File: config.mk
export PLATFORM = sky130hd
export DESIGN_NAME = frog_move_controller
export DESIGN_NICKNAME = d
export VERILOG_FILES = /design/src/rtl/frog_move_controller.sv
export SDC_FILE = /design/constraint.sdc
export NUM_CORES = 1
export LEC_CHECK = 0
export ABC_AREA = 1
export CAP_MARGIN = 0
export CORE_MARGIN = 2
export CORE_UTILIZATION = 40
export DETAILED_ROUTE_END_ITERATION = 10
export GPL_ROUTABILITY_DRIVEN = 0
export GPL_TIMING_DRIVEN = 0
export SKIP_LAST_GASP = 1
export SYNTH_ARGS = -nofsm -noshare
export SYNTH_HDL_FRONTEND = slang
export SYNTH_SLANG_ARGS = --single-unit
export TNS_END_PERCENT = 10
File: constraint.sdc
create_clock -name i_Clk -period 1.85 [get_ports i_Clk]
set_clock_uncertainty 0.2 [all_clocks]
set_input_delay 0.2775 -clock i_Clk [delete_from_list [all_inputs] [get_ports i_Clk]]
set_output_delay 0.2775 -clock i_Clk [all_outputs]
set_load 0.01 [all_outputs]
File: src/rtl/frog_move_controller.sv
// Frog sprite motion and game-state controller: turns switch presses into animated
// tile hops, enforces playfield bounds and runs the life / death / win / game-over flow.
module frog_move_controller #(
  parameter int TILE_SIZE    = 32,
  parameter int GRID_COLS    = 20,
  parameter int GRID_ROWS    = 15,
  parameter int START_COL    = 10,
  parameter int START_ROW    = 12,
  parameter int HOP_STEP     = 4,
  parameter int DEATH_FRAMES = 60,
  parameter int START_LIVES  = 3
) (
  input  logic       i_Clk,
  input  logic       i_Reset,
  input  logic       i_Switch_1,
  input  logic       i_Switch_2,
  input  logic       i_Switch_3,
  input  logic       i_Switch_4,
  input  logic       i_Frame_Tick,
  input  logic       i_Collision,
  output logic [9:0] o_X_Position,
  output logic [8:0] o_Y_Position,
  output logic [4:0] o_Col,
  output logic [3:0] o_Row,
  output logic       o_Hopping,
  output logic [1:0] o_Lives,
  output logic [7:0] o_Score,
  output logic       o_Win_Pulse,
  output logic       o_Death_Pulse,
  output logic       o_Game_Over
);

  localparam int HOP_TICKS = TILE_SIZE / HOP_STEP;
  localparam int HC_W      = $clog2(HOP_TICKS + 1);
  localparam int DC_W      = $clog2(DEATH_FRAMES + 1);
  localparam logic [9:0] X_START = 10'(START_COL * TILE_SIZE);
  localparam logic [8:0] Y_START = 9'(START_ROW * TILE_SIZE);

  typedef enum logic [2:0] {S_IDLE, S_HOP, S_DEAD, S_WIN, S_GAME_OVER} state_t;
  typedef enum logic [1:0] {DIR_UP, DIR_DOWN, DIR_LEFT, DIR_RIGHT} dir_t;

  state_t            state;
  dir_t              dir;
  dir_t              press_dir;
  logic [3:0]        sw;
  logic [3:0]        sw_hist_p0;
  logic [3:0]        press;
  logic              press_any;
  logic              press_ok;
  logic [9:0]        x_pos;
  logic [8:0]        y_pos;
  logic [4:0]        col;
  logic [3:0]        row;
  logic [1:0]        lives;
  logic [7:0]        score;
  logic              win_pulse;
  logic              death_pulse;
  logic [HC_W-1:0]   hop_cnt;
  logic [DC_W-1:0]   death_cnt;

  function automatic logic [9:0] step_x(input logic [9:0] x, input dir_t d);
    case (d)
      DIR_LEFT:  step_x = x - 10'(HOP_STEP);
      DIR_RIGHT: step_x = x + 10'(HOP_STEP);
      default:   step_x = x;
    endcase
  endfunction

  function automatic logic [8:0] step_y(input logic [8:0] y, input dir_t d);
    case (d)
      DIR_UP:   step_y = y - 9'(HOP_STEP);
      DIR_DOWN: step_y = y + 9'(HOP_STEP);
      default:  step_y = y;
    endcase
  endfunction

  assign sw    = {i_Switch_4, i_Switch_3, i_Switch_2, i_Switch_1};
  assign press = sw & ~sw_hist_p0;

  // Highest-priority press wins; bounds are judged on the tile grid only.
  always_comb begin
    press_any = |press;
    press_dir = DIR_RIGHT;
    if (press[0])      press_dir = DIR_UP;
    else if (press[1]) press_dir = DIR_DOWN;
    else if (press[2]) press_dir = DIR_LEFT;
    case (press_dir)
      DIR_UP:   press_ok = (row != 4'd0);
      DIR_DOWN: press_ok = (row != 4'(GRID_ROWS - 1));
      DIR_LEFT: press_ok = (col != 5'd0);
      default:  press_ok = (col != 5'(GRID_COLS - 1));
    endcase
  end

  always_ff @(posedge i_Clk or posedge i_Reset) begin
    if (i_Reset) begin
      state       <= S_IDLE;
      dir         <= DIR_UP;
      sw_hist_p0  <= 4'b1111;
      x_pos       <= X_START;
      y_pos       <= Y_START;
      col         <= 5'(START_COL);
      row         <= 4'(START_ROW);
      lives       <= 2'(START_LIVES);
      score       <= 8'd0;
      win_pulse   <= 1'b0;
      death_pulse <= 1'b0;
      hop_cnt     <= '0;
      death_cnt   <= '0;
    end else begin
      sw_hist_p0  <= sw;
      win_pulse   <= 1'b0;
      death_pulse <= 1'b0;
      case (state)
        S_IDLE, S_HOP: begin
          if (i_Collision) begin
            state       <= S_DEAD;
            death_pulse <= 1'b1;
            death_cnt   <= '0;
            hop_cnt     <= '0;
            if (lives != 2'd0) lives <= lives - 2'd1;
          end else if (state == S_IDLE) begin
            if (press_any && press_ok) begin
              dir     <= press_dir;
              hop_cnt <= '0;
              state   <= S_HOP;
              case (press_dir)
                DIR_UP:   row <= row - 4'd1;
                DIR_DOWN: row <= row + 4'd1;
                DIR_LEFT: col <= col - 5'd1;
                default:  col <= col + 5'd1;
              endcase
            end
          end else if (i_Frame_Tick) begin
            x_pos <= step_x(x_pos, dir);
            y_pos <= step_y(y_pos, dir);
            if (hop_cnt == HC_W'(HOP_TICKS - 1)) begin
              hop_cnt <= '0;
              if (row == 4'd0) begin
                state     <= S_WIN;
                win_pulse <= 1'b1;
              end else begin
                state <= S_IDLE;
              end
            end else begin
              hop_cnt <= hop_cnt + 1'b1;
            end
          end
        end
        S_DEAD: begin
          if (i_Frame_Tick) begin
            if (death_cnt == DC_W'(DEATH_FRAMES - 1)) begin
              death_cnt <= '0;
              x_pos     <= X_START;
              y_pos     <= Y_START;
              col       <= 5'(START_COL);
              row       <= 4'(START_ROW);
              state     <= (lives != 2'd0) ? S_IDLE : S_GAME_OVER;
            end else begin
              death_cnt <= death_cnt + 1'b1;
            end
          end
        end
        S_WIN: begin
          score <= score + 8'd1;
          x_pos <= X_START;
          y_pos <= Y_START;
          col   <= 5'(START_COL);
          row   <= 4'(START_ROW);
          state <= S_IDLE;
        end
        S_GAME_OVER: begin
          if (press_any) begin
            lives <= 2'(START_LIVES);
            score <= 8'd0;
            x_pos <= X_START;
            y_pos <= Y_START;
            col   <= 5'(START_COL);
            row   <= 4'(START_ROW);
            state <= S_IDLE;
          end
        end
        default: state <= S_IDLE;
      endcase
    end
  end

  assign o_X_Position  = x_pos;
  assign o_Y_Position  = y_pos;
  assign o_Col         = col;
  assign o_Row         = row;
  assign o_Hopping     = (state == S_HOP);
  assign o_Lives       = lives;
  assign o_Score       = score;
  assign o_Win_Pulse   = win_pulse;
  assign o_Death_Pulse = death_pulse;
  assign o_Game_Over   = (state == S_GAME_OVER);

endmodule
==> run summary, run 1 <==
Cell taking the most area after synthesis: dfrtp_1
Row cnt: 35
Pwr Total: 0.00879 W
Initial antenna violation count: 0
Fin. max-slew vios: 0
Max-cap violations: 0
Clk_lat worst skew: 0.31 ns
Clock tree sinks: 55
Vias per cell: 4.98
Buffers on Ports: 45
Library cells used by synthesis: 35
Tot GR Track Use: 17.9%
Hold Path Class: in -> async
Share of Yosys cell area claimed by the top area cell type: 27.3%
TritonCTS Buffers: 5
Tcrit/Tclk final: 106%
Root buf cell: clkbuf_8
Clock H-tree levels: 2
Global-route track usage on met1: 24.0%
First-pass GRT wire length: 14800 microns
Failing checks: negative setup slack
Synth Area in Compound Gates: 9.37%
CP bufs+invs: 1
Most frequent cells after synthesis: 150 x nand2_1, 62 x inv_1, 47 x nand3_1
Final Hold Vio Count: 0
Drt wl/cell: 12.7 microns
GR Util met2: 30.4%
Synth Flop Type: dfrtp_1
Count leader, synth: nand2_1
Die Wd: 101 microns
Critical Path Source Type: flip-flop
Hpwl dp: 6160 microns
Fmax: 509 MHz
Met3 Use GR: 2.70%
Die H: 101 microns
Buffer depth of the longest clock path: 2
Outcome: finished with violations
DR vias: 3463
Fin util: 55.8%
Sequential area share after synthesis: 37.1%
Fillers: 843
PwrDens: 1720 nW/um^2
Critical-path cell list: clkdlybuf4s50_1
Critical path's top delay family: flip-flops
Mux cell area share after synthesis: 0.267%
Core box area: 9150 sq um
RSZ-0062 raised after global routing: yes
Crit path kind: reg -> out
Setup-failing EPs final: 29
Post-Syn Area: 3750 sq um
GRT busiest layer: met2
Worst-path fanout max: 6
Largest net degree at the start of global routing: 29
NumNets Final: 616
CP required: 1.37 ns
Layout cells sized above 1: 25.6%
DRT Pass-1 Iters: 4
Asr flop ratio synth: 100%
Final WS setup: -0.115 ns
Slew @ Worst Pin: 0.612 ns
Synth-to-Final Area Change: 36.0%
Post-synth EDFFs: 0
WP data arrival: 1.49 ns
Fraction of the mapped netlist area in simple logic gates: 32.4%
Num ports: 50
Endpoint class of the critical path: output pin
Vias in the first global route: 3229
Synth Register Bits: 55
Starting Density: 41.0%
CTS clock-pin slew for the worst setup and hold paths: 0.10 ns
Synthesized-area fraction occupied by xor and xnor cells: 3.73%
DRC: 0
Relative slew slack: 59.1%
IR drop worst, VDD: 0.628 mV
Routed Antenna Nets: 0
DR iter-0 viols: 156
Synth Area in Adders: 8.80%
Routed WL: 8840 microns
Die area: 10200 sq um
Largest family of logic cells by synthesized area: simple AND/OR/NAND/NOR gates
Mapped Cells: 497
Synth area leaders: dfrtp_1 27%, nand2_1 15%, dfstp_2 9.8%, ha_1 6.7%, nand3_1 6.3%
Syn_area_per_cell: 7.55 sq um
Max stage delay cell, worst path: dfstp_2
Synth warn: 0
Grt ovf: 0
Fin crit period: 1.97 ns
CTS tree: yes
Largest stage delay, worst path: 0.62 ns
Antenna cell count: 0
Leakage: 2.49 nW
## per-stage QoR
stage	setup WS [ns]	setup TNS, ns	hold slack (ns)	std cells	area, sq um
CTS	-0.194	-3.10	0.177	685	4800
detailed placement	-0.605	-18.04	0.271	657	4420
finish	-0.115	-1.19	0.159	696	5110
global placement	-1.14	-72.81	0.268	656	4400
floorplan	-0.0477	-0.0843	0.0820	500	3810
global route	-0.198	-6.10	0.181	696	5110
## where the power goes
part	leakage [nW]	switching (W)	total, W	internal [W]
logic	1.77	0.00316	0.00592	0.00276
clock network	0.0422	0.000390	0.000658	0.000267
registers	0.681	0.000510	0.00222	0.00171
total	2.49	0.00406	0.00879	0.00473
## state kept, by name, indices dropped and copies added (netlist names)
signal / cells
o_Col: 5
o_Row: 4
o_Lives: 2
o_X_Position: 8
dir: 2
hop_cnt: 4
state: 3
sw_hist_p0: 4
o_Win_Pulse: 1
o_Score: 8
o_Y_Position: 7
o_Death_Pulse: 1
death_cnt: 6
## layout make-up
class | instances | area [sq um] | share of cell area [%]
Clock inverter | 1 | 5.00 | 0.0980
Multi-Input combinational cell | 372 | 2450 | 47.9
Buffer | 8 | 66.3 | 1.30
Tap cell | 111 | 139 | 2.72
Inverter | 65 | 251 | 4.93
Clock buffer | 7 | 76.3 | 1.49
Timing Repair Buffer | 77 | 722 | 14.1
Sequential cell | 55 | 1400 | 27.4
## placed cells by master (no fill, tap or decap), types with 10 or more instances in the layout
cell / Yosys / final
inv_2: 2 / 10
dfrtp_1: 41 / 37
ha_4: 0 / 13
dfstp_2: 14 / 14
nand3_1: 47 / 40
clkdlybuf4s50_1: 0 / 41
buf_4: 4 / 29
nand4_1: 17 / 17
o21ai_0: 22 / 20
inv_1: 62 / 52
nor2_1: 27 / 22
o21ai_2: 11 / 12
nand2_1: 150 / 140
## timing repair
action                     4_1_cts  5_1_grt
hold endpoints to repair         0        2
gates cloned                     1        0
setup buffers                   19        9
setup endpoints to repair       56       62
resized for setup               36       53
hold buffers                     0        2
pin swaps                       10       17
## kinds of logic (layout without fill, tap and decap cells)
kind of cell               count (synthesis)  in the layout
xor gates and xnor gates                  16             16
other                                      1              4
and+or+nand+nor                          270            270
buffers and inverters                     73            158
DFF                                       55             55
AOI/OAI and AO/OA                         57             57
muxes                                      1              1
adders and majority gates                 24             24
## per-layer routing
metal  vias up  part of all wire [%]
li1       1784                     -
met1      1616                    47
met2        52                    49
met3        11                   2.8
met4         0                   1.3
met5         -                     0
## path summary, 6_finish.rpt
path | start | endpoint | slack [ns] | depth (start not counted)
worst min register to register | o_Y_Position[8] | o_Y_Position[8] | 0.29 | 2
max in group asynchronous | i_Reset | o_Row[2] | 0.64 | 3
min in group i_Clk | i_Switch_4 | sw_hist_p0[3] | 0.19 | 1
worst min-delay path | i_Reset | o_Y_Position[2] | 0.16 | 2
worst max-delay path | o_Col[1] | o_Col[1] | -0.12 | 1
worst max register to register | sw_hist_p0[0] | o_Col[4] | -0.10 | 12
No activity file was read; power rests on OpenSTA's default activity.
==> inputs of run 2 (changes only) <==
CORE_ASPECT_RATIO = 2   (was not set)
CORE_UTILIZATION = 50   (was 40)
PLACE_DENSITY = 0.76   (was not set)
==> run summary, run 2 (synthesized netlist as in run 1, its figures left out) <==
First-pass GRT wire length: 15000 microns (+1.9%)
Sw Ratio: 46.2% (about the same)
Final Hold Vio Count: 0 (unchanged)
Drt wl/cell: 13.8 microns (+8.7%)
Starting Density: 51.7% (+11 points)
CP required: 1.87 ns (+0.50 ns)
Row cnt: 44 (+26%)
Hold_ws: 0.0438 ns (-0.115 ns)
Hpwl dp: 6750 microns (+9.7%)
Setup TNS: -2.07 ns (-0.881 ns)
Antenna cell count: 0 (unchanged)
DRC: 0 (unchanged)
Slew @ Worst Pin: 0.648 ns (+0.0355 ns)
Hold_buf cts: 0 (unchanged)
WP data arrival: 1.99 ns (+0.50 ns)
Clk_lat worst skew: 0.30 ns (about the same)
RSZ-0062 raised after global routing: yes
Root buf cell: clkbuf_16
TritonCTS Buffers: 5 (unchanged)
DR iter-0 viols: 112 (-28%)
Hold Path Depth: 1
IR drop worst, VDD: 0.989 mV (+57%)
Tcrit/Tclk final: 106% (+0.21 points)
Leakage: 2.46 nW (-1.2%)
Final WS setup: -0.119 ns (-0.00388 ns)
Clock power share: 10.6% (+3.1 points)
Vias in the first global route: 3477 (+7.7%)
Endpoint class of the critical path: flip-flop
Max stage delay cell, worst path: dfrtp_2
CTS tree: yes
Logic pwr share: 64.3% (-3.0 points)
Critical-path cell list: nand2_4 -> ha_2 -> nand2_1 -> nand3_1 -> nand2_1 -> nand2_1 -> nand2_1 -> nand3_1 -> o21ai_0
Clock tree sinks: 55 (unchanged)
Grt ovf: 0 (unchanged)
Final Cell Area: 4940 sq um (-3.2%)
Hold Path Class: in -> reg
Vias per cell: 5.37 (+8.0%)
Routed Antenna Nets: 0 (unchanged)
Die H: 127 microns (+25%)
Crit path kind: reg -> reg
Net switching power: 0.00407 W (+0.23%)
Pre-CTS WS: -0.643 ns (-0.0379 ns)
Relative slew slack: 56.8% (-2.4 points)
DR vias: 3585 (+3.5%)
Int Power: 0.00474 W (about the same)
Buffer depth of the longest clock path: 2 (unchanged)
Most common cell after layout, fill and taps aside: nand2_1
Core box area: 7270 sq um (-21%)
Die area: 8260 sq um (-19%)
Outcome: finished with violations
Fin. max-slew vios: 0 (unchanged)
Layout cells sized above 1: 23.3% (-2.3 points)
Routed WL: 9220 microns (+4.2%)
Commonest cells after routing, fill and taps aside: 142 x nand2_1, 53 x inv_1, 41 x nand3_1, 40 x clkdlybuf4s50_1, 38 x dfrtp_1
Clock H-tree levels: 2 (unchanged)
PwrDens: 1780 nW/um^2 (+3.5%)
Fmax: 508 MHz (-0.20%)
Fin crit period: 1.97 ns (+0.00388 ns)
Largest net degree at the start of global routing: 30 (+3.4%)
Failing checks: negative setup slack
Placed Area: 4400 sq um (-0.54%)
Critical Path Source Type: flip-flop
Largest stage delay, worst path: 0.47 ns (-0.15 ns)
Buffers on Ports: 45 (unchanged)
Tot GR Track Use: 23.0% (+5.0 points)
Worst-path fanout max: 8 (+2)
Seq pwr share: 25.1% (about the same)
NumNets Final: 606 (-1.6%)
Setup-failing EPs final: 37 (+28%)
Pwr Total: 0.00881 W (+0.14%)
Reg2Reg Depth: 9 (-3)
CTS clock-pin slew for the worst setup and hold paths: 0.07 ns (-0.03 ns)
Die Wd: 65.3 microns (-35%)
Num ports: 50 (unchanged)
Max-cap violations: 0 (unchanged)
DRT Pass-1 Iters: 4 (unchanged)
Initial antenna violation count: 0 (unchanged)
CP dominant cell by count: nand2_1
Synth-to-Final Area Change: 31.7%
==> run 2: changes by cell type in the layout (fill, tap and decap cells not counted), moves of 3 or more <==
cell | previous run | this run
dlygate4sd2_1 | 1 | 5
clkbuf_8 | 5 | 0
ha_4 | 13 | 9
buf_4 | 29 | 24
clkbuf_16 | 0 | 5
nor2_4 | 8 | 5
==> run 2: final timing paths <==
kind	to	startpoint	slack [ns]
min	sw_hist_p0[2]	i_Switch_3	0.04
max reg2reg	o_X_Position[9]	dir[0]	-0.12
min reg2reg	o_Y_Position[8]	o_Y_Position[8]	0.28
max	o_X_Position[9]	dir[0]	-0.12
min in group asynchronous	o_Score[4]	i_Reset	0.18
max in group asynchronous	o_Col[1]	i_Reset	0.63
==> run 2: timing repair <==
action	4_1_cts	5_1_grt
hold endpoints to repair	0	0
endpoints found under the setup margin	55	55
buffers inserted	15	7
pin swaps	8	17
gates resized for setup	40	25
==> run 2: cell type report <==
cell class,count,area [sq um]
multi-input cells,372,2350
fillers,595,2320
flip-flops and latches,55,1400
repair buffers,67,626
inverters,65,251
clock buffers,5,125
well taps,92,115
plain buffers,8,62.6
clock inverters,3,15.0
==> run 2: critical path: cells and delay by family, from the launching register on <==
family                   cells  cell delay (ns)
AO/OA/AOI/OAI                1             0.16
adder cells (fa/ha/maj)      1             0.33
AND/OR/NAND/NOR              7             0.74
flip-flops                   1             0.47
==> run 2: power by group through the flow <==
stage | clock (W) | combinational, W | sequential [W]
CTS | 0.000959 | 0.00533 | 0.00219
global placement | 0 | 0.00482 | 0.00218
global route | 0.000998 | 0.00632 | 0.00227
finish | 0.000933 | 0.00566 | 0.00221
detailed placement | 0 | 0.00498 | 0.00219
floorplan | 0 | 0.00341 | 0.00223
==> run 2: metal layers <==
metal	wire (microns)	vias up	part of all wire, %	GRT usage, %
li1	-	1762	-	-
met1	3380	1726	37	23.6
met2	5280	74	57	43.5
met3	229	23	2.5	3.01
met4	324	0	3.5	11.5
met5	0	-	0	0
==> run 2: stage by stage <==
stage	utilization, %	cells
finish	68.0	667
global placement	60.3	637
floorplan	-	500
global route	68.0	667
CTS	66.0	661
detailed placement	60.5	638
==> inputs of run 3 (changes only) <==
--- a/config.mk
+++ b/config.mk
@@ -14,4 +14,5 @@
 export GPL_ROUTABILITY_DRIVEN = 0
 export GPL_TIMING_DRIVEN = 0
+export MAX_ROUTING_LAYER = met4
 export PLACE_DENSITY = 0.76
 export SKIP_LAST_GASP = 1
--- a/constraint.sdc
+++ b/constraint.sdc
@@ -3,3 +3,3 @@
 set_input_delay 0.2775 -clock i_Clk [delete_from_list [all_inputs] [get_ports i_Clk]]
 set_output_delay 0.2775 -clock i_Clk [all_outputs]
-set_load 0.01 [all_outputs]
+set_load 0.005 [all_outputs]
==> run summary, run 3 (synthesized netlist as in run 1, its figures left out) <==
Outcome: finished with violations
Failing checks: negative setup slack
NumNets Final: 614 (+1.3%)
Initial antenna violation count: 0 (unchanged)
CTS clock-pin slew for the worst setup and hold paths: 0.07 ns (about the same)
Leakage: 2.52 nW (+2.3%)
DR iter-0 viols: 177 (+58%)
First-pass GRT wire length: 15400 microns (+2.2%)
Final WS setup: -0.149 ns (-0.0299 ns)
RSZ-0062 raised after global routing: yes
Row cnt: 44 (unchanged)
Tot GR Track Use: 24.1% (+1.2 points)
Antenna cell count: 0 (unchanged)
Root buf cell: clkbuf_16
Worst-path fanout max: 8 (unchanged)
Grt ovf: 0 (unchanged)
PwrDens: 1790 nW/um^2 (+0.67%)
DRT Pass-1 Iters: 4 (unchanged)
Layout cells sized above 1: 25.4% (+2.1 points)
Clock H-tree levels: 2 (unchanged)
Pwr Total: 0.00907 W (+3.0%)
Clk_lat worst skew: 0.30 ns (about the same)
Clock tree sinks: 55 (unchanged)
Routed Antenna Nets: 0 (unchanged)
Fmax: 500 MHz (-1.5%)
Relative slew slack: 56.6% (-0.12 points)
DRC: 0 (unchanged)
Vias per cell: 5.44 (+1.2%)
Fin. max-slew vios: 0 (unchanged)
Final Hold Vio Count: 0 (unchanged)
Vias in the first global route: 3525 (+1.4%)
Synth-to-Final Area Change: 34.7%
Critical Path Source Type: flip-flop
Max-cap violations: 0 (unchanged)
Drt wl/cell: 14.4 microns (+4.0%)
Starting Density: 51.7% (unchanged)
Die H: 127 microns (unchanged)
Routed WL: 9700 microns (+5.3%)
Hpwl dp: 6750 microns (unchanged)
Buffers on Ports: 45 (unchanged)
Fin crit period: 2.00 ns (+0.0299 ns)
Tcrit/Tclk final: 108% (+1.6 points)
Commonest cells after routing, fill and taps aside: 139 x nand2_1, 51 x inv_1, 41 x nand3_1, 40 x clkdlybuf4s50_1, 38 x dfrtp_1
Hold_ws: 0.0453 ns (+0.00148 ns)
Setup-failing EPs final: 37 (unchanged)
CP required: 1.85 ns (-0.02 ns)
Die Wd: 65.3 microns (unchanged)
Most common cell after layout, fill and taps aside: nand2_1
CTS tree: yes
Slew @ Worst Pin: 0.649 ns (+0.00185 ns)
Largest net degree at the start of global routing: 30 (unchanged)
Crit path kind: reg -> reg
Endpoint class of the critical path: flip-flop
WP data arrival: 2.00 ns (about the same)
Core box area: 7270 sq um (unchanged)
Hold_buf cts: 0 (unchanged)
DR vias: 3673 (+2.5%)
Num ports: 50 (unchanged)
Buffer depth of the longest clock path: 2 (unchanged)
IR drop worst, VDD: 0.950 mV (-4.0%)
Hold Path Class: in -> reg
Pre-CTS WS: -0.643 ns (unchanged)
Die area: 8260 sq um (unchanged)
TritonCTS Buffers: 5 (unchanged)
run 3: cell types whose count changed in the layout (fill, tap and decap cells not counted), sizes merged:
cell,change
clkinv,-1
inv,+1
buf,+5
clkbuf,+3
run 3: power by group:
group          total (W)  switching [W]  leakage [nW]  internal (W)
combinational    0.00591        0.00319          1.77       0.00272
clock           0.000942       0.000446        0.0733      0.000496
sequential       0.00222       0.000514         0.682       0.00171
total            0.00907        0.00415          2.52       0.00492
run 3: critical path, stage by stage, from the launching register on:
cell and delay (ns):
dfrtp_2 0.47, nand2_4 0.16, ha_2 0.34, nand2_1 0.11
nand3_1 0.16, xnor2_1 0.25, nor2_1 0.09, nand2_1 0.08
nand2_1 0.04
run 3: final timing paths:
check | startpoint | end | slack (ns) | depth (start not counted)
setup / recovery | dir[0] | o_X_Position[5] | -0.15 | 8
hold / removal | i_Switch_3 | sw_hist_p0[2] | 0.05 | 1
setup reg to reg | dir[0] | o_X_Position[5] | -0.15 | 8
hold reg to reg | o_Y_Position[8] | o_Y_Position[8] | 0.29 | 2
max in group asynchronous | i_Reset | o_Y_Position[7] | 0.63 | 3
min in group asynchronous | i_Reset | o_Score[3] | 0.18 | 2
run 3: per-layer routing:
layer	vias up	GRT usage (%)	share of wire [%]
met5	-	-	0
met4	0	11.5	3.3
met3	28	3.10	2.8
met2	84	44.6	58
met1	1777	24.1	36
li1	1784	-	-
run 3: repair_timing:
| action | in CTS | in global routing |
|---|---|---|
| pin swaps | 14 | 19 |
| gates resized for setup | 37 | 44 |
| setup endpoints to repair | 50 | 54 |
| endpoints found under the hold margin | 0 | 0 |
| buffers inserted | 18 | 9 |
| cloned | 1 | 1 |
run 3: per-stage QoR:
step                      instances  TNS [ns]  util, %  instance area [sq um]
after global routing            675     -6.03     69.6                   5060
after detailed placement        638    -19.07     60.5                   4400
after CTS                       665     -2.91     66.1                   4800
after floorplan                 500   -0.0844        -                   3810
final                           675     -1.53     69.6                   5060
after global placement          637    -66.20     60.3                   4380
run 3: final cells by class:
cell class | instances | area, sq um
Multi-Input combinational cell | 372 | 2380
Clock inverter | 3 | 15.0
Tap cell | 92 | 115
Sequential cell | 55 | 1400
Fill cell | 578 | 2210
Timing Repair Buffer | 75 | 707
Clock buffer | 5 | 125
Buffer | 8 | 68.8
Inverter | 65 | 251
